==> src/rtl/key_hex_entry.sv <==
// Keystroke entry engine: key events are buffered in a FIFO and consumed by a
// three-state FSM that builds a hex number (hex mode) or shows the raw event.

module key_hex_entry #(
    parameter int DIGITS     = 4,
    parameter int FIFO_DEPTH = 8,
    parameter int LVL_W      = $clog2(FIFO_DEPTH) + 1
) (
    input  logic                  clk,
    input  logic                  rst,
    input  logic [7:0]            key_data,
    input  logic                  key_broken,
    input  logic                  key_data_stb,
    input  logic                  mode,
    input  logic                  clear_overflow,
    output logic [4*DIGITS-1:0]   display_value,
    output logic [3:0]            digit_count,
    output logic [4*DIGITS-1:0]   commit_value,
    output logic                  commit_stb,
    output logic                  overflow,
    output logic [LVL_W-1:0]      fifo_level
);

    localparam int DISP_W = 4 * DIGITS;
    localparam int PTR_W  = (FIFO_DEPTH > 1) ? $clog2(FIFO_DEPTH) : 1;
    localparam logic [3:0]       CNT_MAX   = 4'(DIGITS);
    localparam logic [LVL_W-1:0] LVL_FULL  = LVL_W'(FIFO_DEPTH);
    localparam logic [LVL_W-1:0] LVL_EMPTY = {LVL_W{1'b0}};

    typedef enum logic [1:0] {
        ST_IDLE  = 2'd0,
        ST_FETCH = 2'd1,
        ST_APPLY = 2'd2
    } state_t;

    // Returns {valid, nibble} for ASCII 0-9, A-F, a-f.
    function automatic logic [4:0] hex_decode(input logic [7:0] c);
        logic [4:0] r;
        if (c >= 8'h30 && c <= 8'h39) begin
            r = {1'b1, c[3:0]};
        end else if ((c >= 8'h41 && c <= 8'h46) || (c >= 8'h61 && c <= 8'h66)) begin
            r = {1'b1, c[3:0] + 4'd9};
        end else begin
            r = 5'd0;
        end
        return r;
    endfunction

    state_t              state_r;
    state_t              next_state_s;
    logic [8:0]          mem_r [FIFO_DEPTH];
    logic [PTR_W-1:0]    wr_ptr_r;
    logic [PTR_W-1:0]    rd_ptr_r;
    logic [8:0]          pop_data_r;
    logic [8:0]          entry_r;
    logic [DISP_W-1:0]   acc_r;
    logic                full_s;
    logic                pop_s;
    logic                push_s;
    logic                drop_s;
    logic [4:0]          hex_s;
    logic [DISP_W-1:0]   acc_next_s;
    logic [DISP_W-1:0]   disp_next_s;
    logic [DISP_W-1:0]   commit_next_s;
    logic [3:0]          cnt_next_s;
    logic                commit_fire_s;

    // FIFO handshake: a pop frees a slot for a same-cycle push when full
    always_comb begin
        full_s = (fifo_level == LVL_FULL);
        pop_s  = (state_r == ST_IDLE) && (fifo_level != LVL_EMPTY);
        push_s = key_data_stb && (!full_s || pop_s);
        drop_s = key_data_stb && full_s && !pop_s;
    end

    // FIFO storage, no reset needed since occupancy governs validity
    always_ff @(posedge clk) begin
        if (push_s) begin
            mem_r[wr_ptr_r] <= {key_broken, key_data};
        end
    end

    // FIFO pointers, occupancy, popped-entry register and overflow flag
    always_ff @(posedge clk or posedge rst) begin
        if (rst) begin
            wr_ptr_r   <= {PTR_W{1'b0}};
            rd_ptr_r   <= {PTR_W{1'b0}};
            fifo_level <= LVL_EMPTY;
            pop_data_r <= 9'd0;
            overflow   <= 1'b0;
        end else begin
            if (push_s) begin
                wr_ptr_r <= wr_ptr_r + PTR_W'(1);
            end
            if (pop_s) begin
                rd_ptr_r   <= rd_ptr_r + PTR_W'(1);
                // read now: a same-edge push into a full FIFO reuses this slot
                pop_data_r <= mem_r[rd_ptr_r];
            end
            case ({push_s, pop_s})
                2'b10:   fifo_level <= fifo_level + LVL_W'(1);
                2'b01:   fifo_level <= fifo_level - LVL_W'(1);
                default: fifo_level <= fifo_level;
            endcase
            if (drop_s) begin
                overflow <= 1'b1;
            end else if (clear_overflow) begin
                overflow <= 1'b0;
            end
        end
    end

    // Consumer FSM next-state
    always_comb begin
        next_state_s = state_r;
        case (state_r)
            ST_IDLE: begin
                if (fifo_level != LVL_EMPTY) begin
                    next_state_s = ST_FETCH;
                end else begin
                    next_state_s = ST_IDLE;
                end
            end
            ST_FETCH: next_state_s = ST_APPLY;
            ST_APPLY: next_state_s = ST_IDLE;
            default:  next_state_s = ST_IDLE;
        endcase
    end

    // Effect of the captured event when the FSM is in APPLY
    always_comb begin
        acc_next_s    = acc_r;
        disp_next_s   = display_value;
        cnt_next_s    = digit_count;
        commit_next_s = commit_value;
        commit_fire_s = 1'b0;
        hex_s         = hex_decode(entry_r[7:0]);
        if (state_r == ST_APPLY) begin
            if (mode) begin
                disp_next_s = {{(DISP_W-9){1'b0}}, entry_r};
            end else if (entry_r[8]) begin
                disp_next_s = display_value;
            end else begin
                if (hex_s[4]) begin
                    acc_next_s = {acc_r[DISP_W-5:0], hex_s[3:0]};
                    cnt_next_s = (digit_count == CNT_MAX) ? CNT_MAX : digit_count + 4'd1;
                end else begin
                    case (entry_r[7:0])
                        8'h08: begin
                            acc_next_s = acc_r >> 3'd4;
                            cnt_next_s = (digit_count == 4'd0) ? 4'd0 : digit_count - 4'd1;
                        end
                        8'h1B: begin
                            acc_next_s = {DISP_W{1'b0}};
                            cnt_next_s = 4'd0;
                        end
                        8'h0D: begin
                            commit_next_s = acc_r;
                            commit_fire_s = 1'b1;
                            acc_next_s    = {DISP_W{1'b0}};
                            cnt_next_s    = 4'd0;
                        end
                        default: acc_next_s = acc_r;
                    endcase
                end
                disp_next_s = acc_next_s;
            end
        end else begin
            commit_fire_s = 1'b0;
        end
    end

    // FSM state, captured entry and registered entry results
    always_ff @(posedge clk or posedge rst) begin
        if (rst) begin
            state_r       <= ST_IDLE;
            entry_r       <= 9'd0;
            acc_r         <= {DISP_W{1'b0}};
            display_value <= {DISP_W{1'b0}};
            digit_count   <= 4'd0;
            commit_value  <= {DISP_W{1'b0}};
            commit_stb    <= 1'b0;
        end else begin
            state_r <= next_state_s;
            if (state_r == ST_FETCH) begin
                entry_r <= pop_data_r;
            end
            acc_r         <= acc_next_s;
            display_value <= disp_next_s;
            digit_count   <= cnt_next_s;
            commit_value  <= commit_next_s;
            commit_stb    <= commit_fire_s;
        end
    end

    key_hex_entry_chk #(
        .DIGITS     (DIGITS),
        .FIFO_DEPTH (FIFO_DEPTH),
        .LVL_W      (LVL_W)
    ) u_chk (
        .clk            (clk),
        .rst            (rst),
        .clear_overflow (clear_overflow),
        .commit_stb     (commit_stb),
        .overflow       (overflow),
        .digit_count    (digit_count),
        .fifo_level     (fifo_level)
    );

endmodule

// Invariants of the entry engine's outputs.
module key_hex_entry_chk #(
    parameter int DIGITS     = 4,
    parameter int FIFO_DEPTH = 8,
    parameter int LVL_W      = $clog2(FIFO_DEPTH) + 1
) (
    input logic             clk,
    input logic             rst,
    input logic             clear_overflow,
    input logic             commit_stb,
    input logic             overflow,
    input logic [3:0]       digit_count,
    input logic [LVL_W-1:0] fifo_level
);

    a_stb_single: assert property (@(posedge clk) disable iff (rst)
        commit_stb |=> !commit_stb);

    a_digits_max: assert property (@(posedge clk) disable iff (rst)
        digit_count <= 4'(DIGITS));

    a_level_max: assert property (@(posedge clk) disable iff (rst)
        fifo_level <= LVL_W'(FIFO_DEPTH));

    a_ovf_sticky: assert property (@(posedge clk) disable iff (rst)
        (overflow && !clear_overflow) |=> overflow);

endmodule
==> config.mk <==
export PLATFORM = sky130hd
export DESIGN_NAME = key_hex_entry
export DESIGN_NICKNAME = d
export VERILOG_FILES = /design/src/rtl/key_hex_entry.sv
export SDC_FILE = /design/constraint.sdc
export NUM_CORES = 1
export LEC_CHECK = 0
export CORE_MARGIN = 5
export CORE_UTILIZATION = 62
export DETAILED_ROUTE_END_ITERATION = 16
export PLACE_DENSITY = 0.83
export SLEW_MARGIN = 0
export SYNTH_ARGS = -nofsm -noshare
export SYNTH_HDL_FRONTEND = slang
export SYNTH_SLANG_ARGS = --single-unit
==> constraint.sdc <==
create_clock -name clk -period 7.9 [get_ports clk]
set_input_delay 1.58 -clock clk [delete_from_list [all_inputs] [get_ports clk]]
set_output_delay 1.58 -clock clk [all_outputs]
set_load 0.05 [all_outputs]
== After elaboration in Yosys (flattened, before gate mapping) ==
Memories as Yosys holds them, arrays and structs flattened. A register that Yosys moved wholly into a read port is not among the register bits.
Index checks and enable logic that the tools add are counted.

* Mux-type cells: 22
* Multiply operators: 0
* Add/subtract/negate cells: 7
* Shift-type cells: 0
* Bitwise logic cells: 3
* $lt $le $gt $ge: 6
* Reduce and logical (&&, ||, !) cells: 22
* Equality and inequality tests: 10
* Div/mod/pow operators: 0

{| class="wikitable"
|+ Operators by type and width
! cell !! number
|-
| $mux 16 || 3
|-
| $pmux 16 s2 || 1
|-
| $eq 8x4->1 const B || 2
|-
| $ge 8x7->1 const B || 2
|-
| $le 8x7->1 const B || 2
|-
| $pmux 4 s2 || 2
|-
| $mux 4 || 3
|-
| $mux 1 || 10
|-
| $mux 5 || 2
|-
| $add 4x1->4 const B || 2
|-
| $eq 8x5->1 const B || 1
|-
| $ge 8x6->1 const B || 1
|-
| $le 8x6->1 const B || 1
|-
| $sub 4x1->4 const B || 2
|-
| $logic_and 1x1->1 || 7
|-
| $add 3x1->3 const B || 2
|-
| $reduce_and 5->1 || 1
|-
| $add 4x4->4 const B || 1
|-
| $eq 2x1->1 const B || 2
|-
| $eq 2x2->1 const B || 2
|-
| $eq 4x3->1 const B || 1
|-
| $eq 4x4->1 const B || 1
|-
| $logic_not 4->1 || 1
|-
| $pmux 2 s2 || 1
|-
| other kinds (12) || 17
|}

* Word-level logic and storage cells: 82
* Output and inout bits: 42
* Flip-flop bits (word level): 75
* RAM bits: 72
* Bits in read-only memories: 0
* Bits in latches: 0
* Memories kept: 1

{| class="wikitable"
|+ Memories
! name !! depth !! bits a word !! read ports !! clocked after memory_dff !! wr ports !! RTL line !! source
|-
| mem_r || 8 || 9 || 1 || 1 || 1 || 51 || <nowiki>logic [8:0] mem_r [FIFO_DEPTH];</nowiki>
|}

== Longest topological paths before layout ==
Gate-level depths: netlist (run 1).

* Word-level depth: 9
* Mapped depth: 11

== Least setup slack after synthesis (run 1) ==
No wires, ideal clock.

* Path type: input -> register
* From: input port mode
* To: register commit_value[0]
* Arrival time: 3.326 ns
* Cell stages on the path: 7
* Data required time: 7.775 ns
* Library setup time: 0.125 ns
* Path slack: 4.449 ns
* Cells stage by stage: buf_2 -> inv_1 -> a21oi_1 -> nand2_1 -> nor4_4 -> buf_4 -> mux2_2

* Longest elaborated chain between the ends: 2

{| class="wikitable"
|+ Ends and longest elaborated chain
! item !! RTL line !! source
|-
| start, declared || 14 || <nowiki>input logic mode,</nowiki>
|-
| $not 1->1 (no line) || n/a ||
|-
| $reduce_and 5->1 (no line) || n/a ||
|-
| end signal, assigned || 181 || <nowiki>commit_value <= {DISP_W{1'b0}};</nowiki>
|-
| end signal, assigned || 191 || <nowiki>commit_value <= commit_next_s;</nowiki>
|-
| end, declared || 18 || <nowiki>output logic [4*DIGITS-1:0] commit_value,</nowiki>
|}

No other way between the ends.
A chain may end at the register's enable or synchronous reset.

== Final worst setup path (run 1) ==
* From: input port mode
* To: register commit_value[11]

Same word-level chain as after synthesis.

==> results.json, run 1 <==
{
  "num-fill-cells": 666,
  "final_cell_mix": "dfrtp_1, edfxtp_1, clkdlybuf4s50_1",
  "multi_input_area_um2": 2330,
  "slew_headroom_pct": 21.1,
  "clk-insertion-delay-late_ns": 0.52,
  "root_buffer": "clkbuf_8",
  "hpwl_um": 9280,
  "overflow": 0,
  "wl_um": 14000,
  "setup_tns_ns": 0,
  "portBuffers": 55,
  "die_x_um": 114,
  "fmax_mhz": 239,
  "postPlaceCellArea_um2": 7420,
  "cts_resized": 0,
  "synth_edf_count": 72,
  "p_sw_mw": 1.27,
  "p_int_mw": 2.04,
  "rr_endpoint": "acc_r[15]$_DFFE_PP0P_",
  "synth.avg_cell_area_um2": 14.0,
  "hold_depth": 2,
  "worst_pin_slew_ns": 1.18,
  "holdBufCountCts": 0,
  "antenna_found_initial": 0,
  "rows": 38,
  "postSynth.asyncResetShare_pct": 53.8,
  "final_common_cell": "dfrtp_1",
  "drt-initial-drc-count": 462,
  "worst_setup_path_end_kind": "flop",
  "fin_ws_ns": 3.71,
  "diodes": 0,
  "post_drt_wl_per_cell_um": 20.2,
  "hold_class": "reg -> reg",
  "power_frac_comb_pct": 36.2,
  "io_pins": 56,
  "dp_slack_ns": 3.28,
  "cts.sinks": 156,
  "ff2ff_setup_slack_ns": 4.75,
  "cp.required_ns": 8.30,
  "cts_tree": "built",
  "finClkSkew_ns": 0.0108,
  "grt_pass1_vias": 4351,
  "chipHeight_um": 114,
  "finalCritPeriodShare_pct": 53.0,
  "drc": 0,
  "htreeDepth": 4,
  "cts.clk_slew.worst_paths_ns": 0.06,
  "grtUsageTotal_pct": 22.8,
  "start_util_pct": 62.9,
  "crit_type": "in -> reg",
  "yosysUniqueCellTypes": 61,
  "ant_nets": 0,
  "cap_violations": 0,
  "avgViaCountPerCell": 6.12,
  "critPathMaxFanout": 41,
  "core_um2": 10700,
  "ys_warn_count": 0,
  "final_area_um2": 8010,
  "outcome": "completed",
  "seqPwrFrac_pct": 39.7,
  "grt_start_max_net_pins": 85,
  "power.static_leakage_nw": 3.12,
  "ys_ff_latch": 156,
  "ys.flop_type": "dfrtp_1",
  "vias": 4246,
  "max-vdd-ir-drop_mv": 0.234,
  "cts_buffers": 17,
  "p_per_area_nw_per_um2": 413,
  "cp.arrival_ns": 4.59,
  "setup_viol": 0,
  "final_max_slew_viol_count": 0,
  "ys_seq_area_share_pct": 63.0,
  "synth_area_um2": 6760,
  "rsz0062_at_grt": "no",
  "drt_pre_antenna_iters": 6,
  "period_minus_slack_ns": 4.19,
  "power_switching_share_pct": 38.4,
  "finalHoldViolations": 0,
  "hold_ws_ns": 0.481,
  "synthCells": 484,
  "clockPowerShare_pct": 24.1,
  "clock_path_buffers": 2,
  "instances_no_fill": 694,
  "ff_latch_area_um2": 4260,
  "drive_above_1_share_pct": 15.9,
  "hp-start": "pop_data_r[7]$_DFFE_PP0N_",
  "grt_pass1_wl_um": 22900,
  "dieArea_um2": 13100,
  "holdPathEnd": "pop_data_r[7]$_DFFE_PP0N_",
  "reg2reg_depth": 5,
  "dp_cells": 662,
  "cp-start-kind": "input port",
  "cts_setup_buffers": 0,
  "syn-num-nets": 511,
  "r2r-start": "entry_r[4]$_DFFE_PP0P_",
  "area_growth_pct": 18.4,
  "nets": 568,
  "place_congestion": 0.859
}
power by group through the flow:
stage	sequential, mW	clock (mW)	combinational [mW]
floorplan	1.42	0	0.734
global placement	1.31	0	1.14
detailed placement	1.32	0	1.19
CTS	1.31	0.811	1.20
global route	1.34	0.851	1.29
finish	1.31	0.798	1.20
worst max-delay path by stage:
stage / start / to / cells past startpoint
after CTS: mode / commit_value[11]$_DFFE_PP0P_ / 7
after global placement: mode / commit_value[13]$_DFFE_PP0P_ / 7
after global routing: mode / commit_value[0]$_DFFE_PP0P_ / 7
after detailed placement: mode / commit_value[11]$_DFFE_PP0P_ / 7
final: mode / commit_value[11]$_DFFE_PP0P_ / 7
after floorplan: rst / acc_r[0]$_DFFE_PP0P_ / 1
routing by layer:
metal / vias up / wire length, um / track usage, %
li1: 1935 / - / -
met1: 2149 / 5880 / 32.0
met2: 135 / 7020 / 35.2
met3: 27 / 788 / 6.08
met4: 0 / 293 / 7.76
met5: - / 0 / 0
flip-flops by register name, summed over array words and instances (netlist names), 2 cells and up:
| name | flops |
|---|---|
| fifo_level | 4 |
| mem_r | 72 |
| wr_ptr_r | 3 |
| acc_r | 16 |
| rd_ptr_r | 3 |
| commit_value | 16 |
| digit_count | 4 |
| entry_r | 9 |
| state_r | 2 |
| pop_data_r | 9 |
| display_value | 16 |
cells in the mapped netlist, types with 2 or more instances:
cell type,count,area [um2]
edfxtp_1,72,2160
mux4_2,18,405
nor4_1,6,37.5
a21boi_0,4,30.0
a22oi_1,5,37.5
or3_1,2,12.5
o21ai_0,36,180
dfrtp_1,84,2100
nand3_1,7,35.0
xnor2_1,6,52.6
a21oi_1,10,50.1
o211ai_1,6,45.0
nand2b_1,6,37.5
mux2_2,21,236
nand2_1,53,199
mux2_1,2,22.5
inv_1,14,52.6
xor2_1,2,17.5
nor3_1,7,35.0
buf_6,3,33.8
o22ai_1,4,25.0
nor2b_1,2,12.5
a21o_1,2,15.0
buf_2,4,20.0
o311ai_0,4,35.0
o21ai_1,3,15.0
a221oi_1,5,43.8
clkbuf_1,13,48.8
ha_1,12,150
a221oi_2,3,45.0
and2_1,10,62.6
nor2_1,14,52.6
nand3b_1,2,15.0
a22o_1,4,35.0
mux2i_1,12,120
through the flow:
| step | util [%] | total power [mW] |
|---|---|---|
| after floorplan | - | 2.15 |
| after global placement | 69.0 | 2.45 |
| after detailed placement | 69.0 | 2.51 |
| after CTS | 74.5 | 3.32 |
| after global routing | 74.5 | 3.49 |
| final | 74.5 | 3.30 |
kinds of logic after synthesis:
group                    share of synthesized area (%)
AO/OA/AOI/OAI                                     10.2
buffers and inverters                             2.76
XOR/XNOR                                          1.04
multiplexers                                      11.6
adder cells (fa/ha/maj)                           2.52
AND/OR/NAND/NOR                                   8.86
flip-flops                                        63.0
worst max-delay path: stages:
cell and delay [ns]:
clkdlybuf4s50_1 0.64, inv_1 0.14, a21oi_1 0.53, nand2_1 0.13
buf_4 0.28, nor4_4 0.85, mux2_2 0.43
area by class of cell:
| class | count | area share [%] |
|---|---|---|
| sequential | 156 | 53.3 |
| inverter | 15 | 0.719 |
| multi-input combinational | 291 | 29.1 |
| timing repair buffer | 60 | 7.34 |
| clock inverter | 14 | 2.13 |
| tap | 140 | 2.19 |
| clock buffer | 18 | 5.22 |
Power figures use the tool's default switching activity.
==> inputs of run 2 (changes only) <==
--- a/config.mk
+++ b/config.mk
@@ -6,9 +6,9 @@
 export NUM_CORES = 1
 export LEC_CHECK = 0
 export CORE_MARGIN = 5
-export CORE_UTILIZATION = 62
+export CORE_UTILIZATION = 58
 export DETAILED_ROUTE_END_ITERATION = 16
-export PLACE_DENSITY = 0.83
+export PLACE_DENSITY = 0.79
 export SLEW_MARGIN = 0
 export SYNTH_ARGS = -nofsm -noshare
 export SYNTH_HDL_FRONTEND = slang
==> constraint.sdc (replaced) <==
create_clock -name clk -period 4.3 [get_ports clk]
set_input_delay 0.86 -clock clk [delete_from_list [all_inputs] [get_ports clk]]
set_output_delay 0.86 -clock clk [all_outputs]
set_load 0.05 [all_outputs]
==> run 2 against run 1 <==
  * First-iteration DRC count down 22%
  * Via count about the same
  * Combinational power up 82%
  * Critical path depth down 2
  * Design area up 0.52%
  * Non-clock buffer count up 8
  * Critical endpoint is now acc_r[13]$_DFFE_PP0P_
==> results.json, run 2 (synthesized netlist as in run 1, its figures left out) <==
{
  "outcome": "completed",
  "nets": 576,
  "ff2ff_setup_slack_ns": 1.10,
  "largest_reg_flops": 72,
  "antenna_found_initial": 0,
  "cp-start-kind": "flop",
  "setup_viol": 0,
  "max-vdd-ir-drop_mv": 0.428,
  "critPathMaxFanout": 18,
  "worst_pin_slew_ns": 0.994,
  "critPathMaxStageDelay_ns": 0.67,
  "drt-initial-drc-count": 359,
  "grtUsageTotal_pct": 21.6,
  "grt_pass1_wl_um": 23600,
  "io_pins": 56,
  "holdPathEnd": "pop_data_r[7]$_DFFE_PP0N_",
  "worst_setup_path_end_kind": "flop",
  "vias": 4250,
  "root_buffer": "clkbuf_16",
  "path_delay_family": "simple AND/OR/NAND/NOR gates",
  "rr_endpoint": "acc_r[13]$_DFFE_PP0P_",
  "clk-insertion-delay-late_ns": 0.42,
  "rsz0062_at_grt": "no",
  "finClkSkew_ns": 0.00788,
  "period_minus_slack_ns": 3.20,
  "finalHoldViolations": 0,
  "wl_um": 14200,
  "place_congestion": 0.918,
  "grt_start_max_net_pins": 48,
  "path_buf_inv": 0,
  "diodes": 0,
  "cts_setup_buffers": 0,
  "core_um2": 11400,
  "finalCritPeriodShare_pct": 74.5,
  "hpwl_um": 9680,
  "start_util_pct": 59.2,
  "cts.clk_slew.worst_paths_ns": 0.06,
  "cp_num_cells": 5,
  "hp-start": "pop_data_r[7]$_DFFE_PP0N_",
  "dieArea_um2": 13900,
  "power.static_leakage_nw": 3.16,
  "drc": 0,
  "p_per_area_nw_per_um2": 757,
  "cts_buffers": 17,
  "slew_headroom_pct": 33.5,
  "drive_above_1_share_pct": 15.5,
  "cts_tree": "built",
  "hold_class": "reg -> reg",
  "avgViaCountPerCell": 6.05,
  "cp.arrival_ns": 3.50,
  "crit_type": "reg -> reg",
  "worstPathCellList": "or4bb_1 -> a21oi_2 -> or2_1 -> o21ai_1 -> a22o_1",
  "cts_resized": 0,
  "area_growth_pct": 19.0,
  "final_cell_mix": "dfrtp_1, edfxtp_1, clkdlybuf4s50_1",
  "htreeDepth": 4,
  "post_drt_wl_per_cell_um": 20.1,
  "r2r-start": "entry_r[4]$_DFFE_PP0P_",
  "slowest_stage": "or2_1",
  "cts.sinks": 156,
  "grt_pass1_vias": 4386,
  "fmax_mhz": 312,
  "final_common_cell": "dfrtp_1",
  "setup_tns_ns": 0,
  "dp_cells": 673,
  "chipHeight_um": 118,
  "final_max_slew_viol_count": 0,
  "overflow": 0,
  "clock_path_buffers": 2,
  "holdBufCountCts": 0,
  "drt_pre_antenna_iters": 5,
  "instances_no_fill": 703,
  "hold_depth": 2,
  "cap_violations": 0,
  "rows": 39,
  "cp.required_ns": 4.60,
  "portBuffers": 55,
  "reg2reg_depth": 5,
  "ant_nets": 0,
  "largest_register": "mem_r",
  "die_x_um": 118
}
[run 2: area by class of cell]
cell class              count  area [um2]
clock buffers              20         437
clock inverters            10         149
fillers                   770        3370
inverters                  15        57.6
multi-input cells         291        2310
flip-flops and latches    156        4260
well taps                 143         179
repair buffers             68         648
[run 2: where the power goes]
part | internal (mW) | switching [mW]
Sequential | 1.98 | 0.431
Combinational | 0.895 | 1.28
Clock | 0.956 | 0.551
Total | 3.83 | 2.27
[run 2: worst register-to-register path: cells and delay by family, from the launching register on]
family             cells  cell delay [ns]
AOI/OAI and AO/OA      3             1.16
DFF                    1             0.62
and+or+nand+nor        2             1.30
[run 2: worst max path at each step]
stage	start	to	slack [ns]
6_report	entry_r[4]$_DFFE_PP0P_	acc_r[13]$_DFFE_PP0P_	1.10
3_5_place_dp	mode	commit_value[12]$_DFFE_PP0P_	1.01
2_1_floorplan	rst	acc_r[0]$_DFFE_PP0P_	1.27
3_3_place_gp	key_data_stb	fifo_level[3]$_DFFE_PP0P_	1.11
4_1_cts	entry_r[4]$_DFFE_PP0P_	acc_r[13]$_DFFE_PP0P_	1.17
5_1_grt	entry_r[4]$_DFFE_PP0P_	acc_r[13]$_DFFE_PP0P_	0.89
[run 2: layer usage]
metal	vias to the layer above	track usage [%]	wire [um]	part of all wire, %
met3	22	5.67	552	3.9
li1	1948	-	-	-
met5	-	0	0	0
met2	118	35.0	7250	51
met4	0	7.38	235	1.7
met1	2162	28.6	6110	43
[run 2: through the flow]
stage / util [%] / instance area [um2] / hold WS, ns / setup WS, ns / power, mW
4_1_cts: 70.5 / 8050 / 0.487 / 1.17 / 6.12
3_5_place_dp: 65.4 / 7460 / 0.474 / 1.01 / 4.61
3_3_place_gp: 65.4 / 7460 / 0.458 / 1.11 / 4.52
6_report: 70.5 / 8050 / 0.481 / 1.10 / 6.09
5_1_grt: 70.5 / 8050 / 0.511 / 0.888 / 6.45
2_1_floorplan: - / 6760 / 0.444 / 1.27 / 3.96
